**src/rtl/ifetch.sv**
```systemverilog
// Instruction fetch: owns the fetch PC, issues one request at a time, buffers {inst, pc} for decode.
// Latency: response -> o_inst_valid 1 cycle (0 cycles through the bypass path when IFETCH_BYPASS_EN is defined).
// Backpressure: requests stop while the buffer has no free slot; decode stalls via i_inst_ready.
//
// Ports:
//   i_clk, i_rst_n                 clock (rising edge), asynchronous active-low reset
//   i_redirect, i_redirect_pc      one-cycle redirect pulse and new fetch PC (bits [1:0] ignored)
//   o_imem_req_valid/_addr,
//   i_imem_req_ready               instruction memory request channel (valid/ready)
//   i_imem_rsp_valid/_data         in-order responses, one per accepted request
//   o_inst_valid/o_inst/o_inst_pc,
//   i_inst_ready                   decode channel (valid/ready)
// Optional macro: IFETCH_BYPASS_EN drives the decode outputs straight from a response that
// arrives while the buffer is empty.
module ifetch #(
   parameter logic [31:0] RESET_ADDR = 32'h0000_0000,
   parameter int          BUF_DEPTH  = 2
) (
   input  logic        i_clk,
   input  logic        i_rst_n,
   input  logic        i_redirect,
   input  logic [31:0] i_redirect_pc,
   output logic        o_imem_req_valid,
   input  logic        i_imem_req_ready,
   output logic [31:0] o_imem_req_addr,
   input  logic        i_imem_rsp_valid,
   input  logic [31:0] i_imem_rsp_data,
   output logic        o_inst_valid,
   input  logic        i_inst_ready,
   output logic [31:0] o_inst,
   output logic [31:0] o_inst_pc
);

   localparam int PW = (BUF_DEPTH > 1) ? $clog2(BUF_DEPTH) : 1;
   localparam int CW = PW + 1;

   typedef enum logic [1:0] {S_REQ, S_WAIT, S_DRAIN} state_t;

   state_t        r_state;
   logic [31:0]   r_fpc;
   logic [31:0]   r_req_pc;
   logic [31:0]   r_buf_inst [BUF_DEPTH];
   logic [31:0]   r_buf_pc   [BUF_DEPTH];
   logic [PW-1:0] r_wr_ptr;
   logic [PW-1:0] r_rd_ptr;
   logic [CW-1:0] r_count;

   logic w_fifo_empty;
   logic w_req_acc;
   logic w_rsp_take;
   logic w_push;
   logic w_pop;

   assign w_fifo_empty = (r_count == '0);

   // Only one request is ever outstanding, so a free slot at request time is
   // enough to hold its response. Gating with i_rst_n keeps valid low in reset.
   assign o_imem_req_valid = i_rst_n && (r_state == S_REQ) &&
                             (r_count < CW'(BUF_DEPTH)) && !i_redirect;
   assign o_imem_req_addr  = r_fpc;
   assign w_req_acc        = o_imem_req_valid && i_imem_req_ready;

   // A response is kept only when it belongs to a live request and no redirect
   // is flushing the stage in the same cycle.
   assign w_rsp_take = (r_state == S_WAIT) && i_imem_rsp_valid && !i_redirect;
   assign w_pop      = !w_fifo_empty && i_inst_ready;

`ifdef IFETCH_BYPASS_EN
   logic w_bypass;
   assign w_bypass     = w_rsp_take && w_fifo_empty;
   assign o_inst_valid = w_bypass || !w_fifo_empty;
   assign o_inst       = w_bypass ? i_imem_rsp_data : r_buf_inst[r_rd_ptr];
   assign o_inst_pc    = w_bypass ? r_req_pc        : r_buf_pc[r_rd_ptr];
   // A bypassed word taken by decode in the same cycle never enters the buffer.
   assign w_push       = w_rsp_take && !(w_bypass && i_inst_ready);
`else
   assign o_inst_valid = !w_fifo_empty;
   assign o_inst       = r_buf_inst[r_rd_ptr];
   assign o_inst_pc    = r_buf_pc[r_rd_ptr];
   assign w_push       = w_rsp_take;
`endif

   always_ff @(posedge i_clk or negedge i_rst_n) begin
      if (!i_rst_n) begin
         r_state  <= S_REQ;
         r_fpc    <= RESET_ADDR;
         r_req_pc <= RESET_ADDR;
         r_wr_ptr <= '0;
         r_rd_ptr <= '0;
         r_count  <= '0;
         for (int i = 0; i < BUF_DEPTH; i++) begin
            r_buf_inst[i] <= '0;
            r_buf_pc[i]   <= '0;
         end
      end else if (i_redirect) begin
         // Redirect wins over every other event this cycle.
         r_fpc    <= {i_redirect_pc[31:2], 2'b00};
         r_wr_ptr <= '0;
         r_rd_ptr <= '0;
         r_count  <= '0;
         // A request still in flight must have its response thrown away later;
         // one arriving right now is simply dropped.
         r_state  <= ((r_state != S_REQ) && !i_imem_rsp_valid) ? S_DRAIN : S_REQ;
      end else begin
         if (w_req_acc) begin
            r_req_pc <= r_fpc;
            r_fpc    <= r_fpc + 32'd4;
         end

         if (w_push) begin
            r_buf_inst[r_wr_ptr] <= i_imem_rsp_data;
            r_buf_pc[r_wr_ptr]   <= r_req_pc;
            r_wr_ptr             <= r_wr_ptr + 1'b1;
         end
         if (w_pop) begin
            r_rd_ptr <= r_rd_ptr + 1'b1;
         end
         case ({w_push, w_pop})
            2'b10:   r_count <= r_count + 1'b1;
            2'b01:   r_count <= r_count - 1'b1;
            default: r_count <= r_count;
         endcase

         case (r_state)
            S_REQ:   if (w_req_acc)        r_state <= S_WAIT;
            S_WAIT:  if (i_imem_rsp_valid) r_state <= S_REQ;
            S_DRAIN: if (i_imem_rsp_valid) r_state <= S_REQ;
            default:                       r_state <= S_REQ;
         endcase
      end
   end

endmodule

```
**config.mk**
```make
export PLATFORM = sky130hd
export DESIGN_NAME = ifetch
export DESIGN_NICKNAME = d
export VERILOG_FILES = /design/src/rtl/ifetch.sv
export SDC_FILE = /design/constraint.sdc
export NUM_CORES = 1
export LEC_CHECK = 0
export CELL_PAD_IN_SITES_DETAIL_PLACEMENT = 1
export CELL_PAD_IN_SITES_GLOBAL_PLACEMENT = 2
export CORE_MARGIN = 4
export CORE_UTILIZATION = 32
export CTS_CLUSTER_DIAMETER = 80
export DETAILED_ROUTE_END_ITERATION = 8
export GPL_TIMING_DRIVEN = 0
export PLACE_DENSITY_LB_ADDON = 0.1
export SLEW_MARGIN = 20
export SYNTH_ARGS = -nofsm -noshare
export SYNTH_HDL_FRONTEND = slang
export SYNTH_SLANG_ARGS = --single-unit
```
**constraint.sdc**
```tcl
create_clock -name i_clk -period 1.8 [get_ports i_clk]
set_clock_uncertainty 0.1 [all_clocks]
set_input_delay 0.18 -clock i_clk [delete_from_list [all_inputs] [get_ports i_clk]]
set_output_delay 0.18 -clock i_clk [all_outputs]
set_load 0.005 [all_outputs]
```
After elaboration in Yosys (flattened, before gate mapping):

Cells that the tools add are included.

* input port bits: 70
* bits in registers: 198

* $add $sub $neg: 5
* equal/unequal tests: 6
* order comparisons: 4
* mux-type cells: 23
* bitwise logic cells: 3
* reduce and logical (&&, ||, !) cells: 23

Operators by type and width (number)
* $mux W32: 9
* $bwmux W64: 2
* $add A32 B3 Y32 const B: 1
* $demux W32 S1: 1
* $mux W2: 5
* $logic_and A1 B1 Y1: 9
* $pmux W2 S2: 2
* $reduce_bool A2 Y1: 4
* $reduce_and A2 Y1: 3
* $eq A2 B1 Y1 const B: 2
* $eq A2 B2 Y1 const B: 2
* $ge A2 B2 Y1 const B: 2
* $logic_not A2 Y1: 2
* $mux W1: 4
* $not A1 Y2: 2
* $logic_not A1 Y1: 3
* $ne A3 B1 Y1 const B: 1
* $ne A3 B3 Y1 const B: 1
* $reduce_bool A3 Y1: 1
* $add A1 B1 Y1 const B: 2
* $add A2 B1 Y2 const B: 1
* $lt A2 B1 Y1 const B: 1
* $lt A2 B2 Y1 const B: 1
* $reduce_or A2 Y1: 1
* 2 further kinds: 2

Longest topological paths before layout:

Gate-level depths: netlist (run 1).

* depth in word-level cells: 8
* depth in mapped cells: 9
* depth with buffers taken out: 7

Worst setup path after synthesis (run 1):

Ideal clock, no wire load.

* kind: register to register
* from: register r_state[0]
* to: register r_fpc[30], in the netlist o_imem_req_addr[30]
* library setup time: 0.128 ns
* stages on the path, launching flop included: 9
* data required time: 1.572 ns
* setup slack: -0.126 ns
* data arrival time: 1.698 ns
* path buffers: 1
* clock period less this slack: 1.926 ns
* path through: dfrtp_1 inv_1 ha_1 and4b_1 buf_4 nand3_1 or4_1 a31oi_1 o31ai_1

* word-level cells in the longest chain between the ends: 6

Ends and longest elaborated chain
* from (decl): line 39 `state_t r_state;`
* from (signal assigned): line 103 `r_state <= ((r_state != S_REQ) && !i_imem_rsp_valid) ? S_DRAIN : S_REQ;`
* $logic_not A2 Y1: line 58 `assign o_imem_req_valid = i_rst_n && (r_state == S_REQ) &&`
* $logic_and A1 B1 Y1 (2 in a row): line 58
* $logic_and A1 B1 Y1: line 59 `(r_count < CW'(BUF_DEPTH)) && !i_redirect;`
* $logic_and A1 B1 Y1: line 61 `assign w_req_acc = o_imem_req_valid && i_imem_req_ready;`
* $reduce_bool A2 Y1 (no source line)
* to (signal assigned): line 97 `r_fpc <= {i_redirect_pc[31:2], 2'b00};`
* to (signal assigned): line 107 `r_fpc <= r_fpc + 32'd4;`
* to (decl): line 40 `logic [31:0] r_fpc;`

No other way between the ends.
A chain may end at the register's enable or synchronous reset.

Final worst setup path (run 1):

* from: register r_state[1]
* to: register r_buf_inst[42] (netlist bit)

* word-level cells in the longest chain between the ends: 4

Ends and longest elaborated chain
* $eq A2 B1 Y1: line 65 `assign w_rsp_take = (r_state == S_WAIT) && i_imem_rsp_valid && !i_redirect;`
* $logic_and A1 B1 Y1 (2 in a row): line 65
* $reduce_and A2 Y1 (no source line)
* to (signal, indexed assignment): line 111 `r_buf_inst[r_wr_ptr] <= i_imem_rsp_data;`
* to (decl): line 42 `logic [31:0] r_buf_inst [BUF_DEPTH];`

No other way between the ends.

==> results.txt, run 1 <==
Final Critical Period - 2010 ps
Worst Hold Class - input port to async pin
Worst hold slack - -104 ps
Die Y - 172 um
CTS buffer count - 17
Hold-fix buffers, CTS - 6
Worst Reg2Reg Path Length in Cells - 10
Fin area - 13,600 um^2
Flops & latches, synth - 190
FF-to-FF setup slack - -210 ps
Residual DRC count - 0
Final Hold Fails - 71
Core Rows - 59
Final Cycle Share - 112%
Failing checks - negative hold slack, negative setup slack
Post-DR vias/cell - 4.90
Commonest non-fill, non-tap cell in the layout - dfrtp_1
RR Endpoint - r_buf_inst[42]
Syn. warnings - 0
Grt ovf - 0
Pwr Density - 1080 nW/um^2
CTS root buffer - clkbuf_16
Most frequent cells in the layout - dfrtp_1 (172), mux2_4 (130), clkdlybuf4s50_1 (92)
Largest net degree at the start of global routing - 94
Die width - 172 um
Reg-to-Reg Start - r_state[1]
Port bufs - 161
Skew-Pair Late Insertion Delay - 430 ps
Slew HR - 61.4%
Worst-case vdd ir drop - 0.000490 V
CTS Sinks - 190
GR met2 Demand/Resource - 29.7%
Area growth syn-to-layout - 58.2%
Boundary Pins - 168
Grt met3 use - 3.50%
Crit path required time - 2010 ps
Initial antenna violation count - 2
Vias - 6,159
Worst-path clk slew - 70 ps
H-tree depth reported by CTS - 4
Vias in the first global route - 6,928
WL final - 27.6 mm
Full die area - 29,600 um^2
CP startpoint kind - register
Wirelength per Cell - 22.0 um
Sequential area share after synthesis - 55.2%
Setup WS post-layout - -215 ps
Clock Path Buffers - 2
Critical Path Sink Type - register
First-pass GRT wire length - 39.2 mm
Unrepaired setup endpoints after global routing - yes
Initial Utilization - 32.8%
Router iterations before antenna repair - 4
Synth Area per Inst - 13.6 um^2
Layout cells sized above 1 - 55.7%
Synthesized area - 8610 um^2
Setup TNS - -29,550 ps
Final setup vio count - 239
Gr usage total - 17.1%
Max-slew violations - 0
Filler Cell Count - 2,589
CTS tree - built
Status - complete, but fails checks
Core area - 26,300 um^2
GR peak layer - met2
Worst setup path end - r_buf_inst[42]
Critical path origin - r_state[1]
WS Path Type - register to register
CP max FO - 5
Netlist cell types - 46
Dpl cell area - 10,700 um^2
Grt met1 use - 21.5%
Nets@finish - 980
Post-DP HPWL - 16.9 mm
Cells after synthesis - 632
Highest clock rate - 496 MHz
Least-Margin Pin Slew - 579 ps
Static Leak - 6.33 nW
Critical path arrival - 2230 ps
Post-route ant nets - 0
GPL Wtd Cong - 0.749
Initial drt markers - 226
Max Cap Viol - 0
[area by class of cell]
cell class | count | area [um^2] | share of cell area (%)
inverter | 9 | 33.8 | 0.248
timing repair buffer | 256 | 2900 | 21.3
clock buffer | 20 | 467 | 3.43
antenna | 2 | 5.00 | 0.0367
buffer | 34 | 510 | 3.75
clock inverter | 11 | 124 | 0.909
multi-input combinational | 399 | 4390 | 32.2
tap | 335 | 419 | 3.08
sequential | 190 | 4780 | 35.1
[kinds of logic (layout without fill, tap and decap cells)]
kind of cell / count (synthesis) / after routing / synth area share [%]
other cells: 1 / 6 / 0.0436
mux: 222 / 222 / 29.0
compound gates: 34 / 34 / 2.19
buf+inv: 46 / 330 / 2.67
fa+ha+maj: 3 / 3 / 0.436
flops: 190 / 190 / 55.2
xor+xnor: 29 / 29 / 2.95
simple gates: 107 / 107 / 7.47
[critical path: stages (launching register included)]
cell       delay, ps
dfrtp_1          380
inv_2             70
buf_4            110
buf_6             90
ha_4             140
nand2_4           50
nor3_4           200
buf_6            140
buf_12           140
clkbuf_16        160
mux2_4           300
[synth_stat cells, drive strengths merged]
cell    count  area share (%)
xnor2      15             1.5
or2         1           0.073
clkbuf     10            0.44
and4        5            0.57
a211oi      1           0.087
or3         2            0.15
ha          3            0.44
nand3      10            0.58
nor2b       2            0.15
nor3        9            0.70
xor2       14             1.4
nor2       10            0.44
mux2i       1            0.12
o311ai      1            0.10
a21boi      1           0.087
conb        1           0.044
dfrtp     190              55
and4b       1            0.12
mux2      221              29
o31ai       2            0.17
and2        2            0.15
o31a        1            0.10
nand2b      1           0.073
nor4        6            0.97
a21oi       2            0.12
nand4b      1            0.10
and3        5            0.36
nand4      10             1.0
buf        27             1.8
nand2      40             1.8
a31oi       1           0.073
or4         2            0.17
inv         9            0.39
o21ai      25             1.5
[worst min-delay path by stage]
| stage | start | to | slack [ps] | cells after the start |
|---|---|---|---|---|
| floorplan | i_rst_n | o_imem_req_addr[10] | -220 | 0 |
| global placement | r_buf_inst[61] | r_buf_inst[61] | 360 | 1 |
| detailed placement | i_rst_n | r_buf_inst[4] | -60 | 1 |
| CTS | i_rst_n | r_buf_inst[5] | -90 | 5 |
| global route | i_rst_n | r_buf_inst[5] | -80 | 5 |
| finish | i_rst_n | r_buf_inst[5] | -100 | 5 |
[flip-flops by register name, indices dropped and copies added, names as in the netlist]
signal,count
r_wr_ptr,1
r_state,2
r_count,2
r_buf_pc,60
o_imem_req_addr,30
r_rd_ptr,1
r_req_pc,30
r_buf_inst,64
[per-stage QoR]
stage                     std cells  utilization (%)  hold slack [ps]  setup WS [ps]  total power, mW
final                          1256             51.8             -104           -215             14.7
after global routing           1256             51.8            -85.0           -287             15.5
after floorplan                 635                -             -216          -57.2             7.70
after detailed placement       1133             40.9            -56.2           -953             10.0
after global placement         1131             40.6              364          -8020             9.81
after CTS                      1218             47.3            -87.5           -217             14.2
[metal layers]
| metal | share of wire [%] | vias up |
|---|---|---|
| met3 | 3.7 | 31 |
| met2 | 51 | 137 |
| met4 | 2.0 | 0 |
| met1 | 43 | 3205 |
| met5 | 0 | - |
| li1 | - | 2786 |
[power breakdown]
group          internal, mW  leakage (nW)  total, mW  switching (mW)
Sequential             5.34          2.43       6.07           0.730
Clock                  2.07         0.290       3.84            1.78
Combinational          3.30          3.61       4.83            1.53
Total                  10.7          6.33       14.7            4.04
[what timing repair did]
action                     in CTS  in global routing
pin swaps                       9                 15
setup buffers                  44                 28
gates cloned                    5                 13
setup endpoints to repair     247                254
gates resized for setup       479                175
hold endpoints to repair       97                 71
No activity file was read; power rests on OpenSTA's default activity.
==> run 2: changes to the inputs <==
--- a/config.mk
+++ b/config.mk
@@ -17,3 +17,4 @@
 export SYNTH_ARGS = -nofsm -noshare
 export SYNTH_HDL_FRONTEND = slang
 export SYNTH_SLANG_ARGS = --single-unit
+export TNS_END_PERCENT = 30
==> run 2 against run 1 <==
Net effect:
- the run still ends with negative hold slack, negative setup slack left
- wire length fell by 12%
- fmax is 1.1% higher
- hold slack improved by 10 ps
- clock power hardly changed
- critical path depth decreased by 5
- die area unchanged
- global-route usage down 0.66 points
- worst setup slack better by 21 ps
- final area fell by 10%
- non-clock buffer count is 44 lower
- critical endpoint is now o_inst[2]
- largest cell class unchanged
- largest power group unchanged
==> results.txt, run 2 (synthesis results as in run 1) <==
Dpl ws - -953 ps
Reg-to-Reg Start - o_imem_req_addr[12]
Max reg flops - 64
Post-route ant nets - 0
Largest net degree at the start of global routing - 94
Post-DP HPWL - 16.9 mm
Wirelength per Cell - 20.0 um
Final Critical Period - 1990 ps
Placed Cells - 1,133
Core Rows - 59
Clock Path Buffers - 2
Worst hold slack - -93.2 ps
Nets@finish - 936
Register area - 4780 um^2
Residual DRC count - 0
CP startpoint kind - register
Crit path required time - 1520 ps
Cell family with most CP delay - buffers and inverters
Initial Utilization - 32.8%
Most frequent cells in the layout - mux2_2 (182), dfrtp_1 (173), clkdlybuf4s50_1 (95)
Max-slew violations - 0
Die Y - 172 um
Setup WS post-layout - -193 ps
H-tree depth reported by CTS - 4
Worst path bufs/invs - 4
Unrepaired setup endpoints after global routing - yes
Filler Cell Count - 2,665
Die width - 172 um
Port bufs - 161
Critical path arrival - 1710 ps
Commonest non-fill, non-tap cell in the layout - mux2_2
Full die area - 29,600 um^2
Top reg by flops - r_buf_inst
Max Cap Viol - 0
WL final - 24.3 mm
Critical path origin - r_rd_ptr
CTS tree - built
Gr usage total - 16.4%
Fin area - 12,300 um^2
Critical Path, Cell by Cell - buf_12, clkbuf_16, buf_8, mux2_4, buf_6
Static Leak - 5.57 nW
Hold-fix buffers, CTS - 6
Critical Path Sink Type - output port
Skew-Pair Late Insertion Delay - 430 ps
CTS buffer count - 17
Vias - 5,860
Slowest cell on the critical path - dfrtp_2
Core area - 26,300 um^2
Boundary Pins - 168
Post-route insts no fill - 1,211
CP max FO - 6
First-pass GRT wire length - 37.7 mm
Multi-input logic area - 3820 um^2
Highest clock rate - 502 MHz
Top Registers - r_buf_inst: 64 flops, r_buf_pc: 60 flops
Layout cells sized above 1 - 48.9%
Initial drt markers - 168
Least-Margin Pin Slew - 575 ps
Slew HR - 61.7%
CTS root buffer - clkbuf_16
Final Util - 46.6%
Dpl cell area - 10,700 um^2
Setup TNS - -13,970 ps
Post-DR vias/cell - 4.84
Worst-path clk slew - 70 ps
Final Hold Fails - 71
Worst Hold Class - input port to async pin
Final setup vio count - 197
Pwr Density - 1130 nW/um^2
Router iterations before antenna repair - 4
CTS Sinks - 190
Failing checks - negative hold slack, negative setup slack
Area growth syn-to-layout - 42.3%
Worst path max stage delay - 430 ps
Vias in the first global route - 6,712
Final Cycle Share - 111%
Worst-case vdd ir drop - 0.000496 V
WS Path Type - register to output port
Status - complete, but fails checks
Power after layout - 13.8 mW
Grt ovf - 0
GPL Wtd Cong - 0.749
Initial antenna violation count - 1
## run 2: cell types whose count changed in the layout (fill, tap and decap cells not counted), moves of 4 or more
cell | before | now
buf_6 | 68 | 52
mux2_4 | 130 | 16
nor2_4 | 5 | 1
mux2_2 | 90 | 182
mux2_1 | 1 | 23
buf_12 | 26 | 13
buf_4 | 30 | 25
clkbuf_16 | 35 | 23
nand3_1 | 4 | 8
## run 2: final timing paths
kind | cells past startpoint | to | slack [ps]
max | 5 | o_inst[2] | -190
min | 5 | r_buf_inst[5] | -90
max reg2reg | 7 | o_imem_req_addr[31] | -180
min reg2reg | 1 | r_buf_pc[14] | 390
max in group asynchronous | 6 | o_imem_req_addr[25] | 850
min in group i_clk | 3 | o_imem_req_addr[3] | 210
## run 2: timing repair
item | CTS | global route
setup buffers | 23 | 15
hold endpoints to repair | 97 | 71
pin swaps | 6 | 5
cloned | 2 | 1
resized for setup | 381 | 79
setup endpoints to repair | 247 | 249
## run 2: routing by layer
layer	wire length (um)	vias to the layer above	global-route usage (%)
met5	0	-	0
met4	325	0	4.48
met3	867	18	3.50
met2	12400	118	28.8
met1	10700	3021	20.7
li1	-	2703	-
## run 2: worst register-to-register path: cells and delay by family, from the launching register on
kind                   cells  cell delay, ps
multiplexers               1             260
flip-flops                 1             430
buffers and inverters      2             320
AND/OR/NAND/NOR            3             660
XOR/XNOR                   1             110
## run 2: area by class of cell
type | instances | area share (%)
sequential | 190 | 39.0
multi-input combinational | 399 | 31.2
timing repair buffer | 210 | 17.4
buffer | 36 | 3.93
clock buffer | 20 | 3.81
tap | 335 | 3.42
clock inverter | 11 | 1.01
inverter | 9 | 0.276
antenna | 1 | 0.0204
## run 2: report_power, final
part	leakage (nW)	switching, mW	total [mW]	internal (mW)
logic	2.84	1.36	3.99	2.63
clock network	0.290	1.76	3.83	2.07
registers	2.43	0.657	5.99	5.34
total	5.57	3.78	13.8	10.0
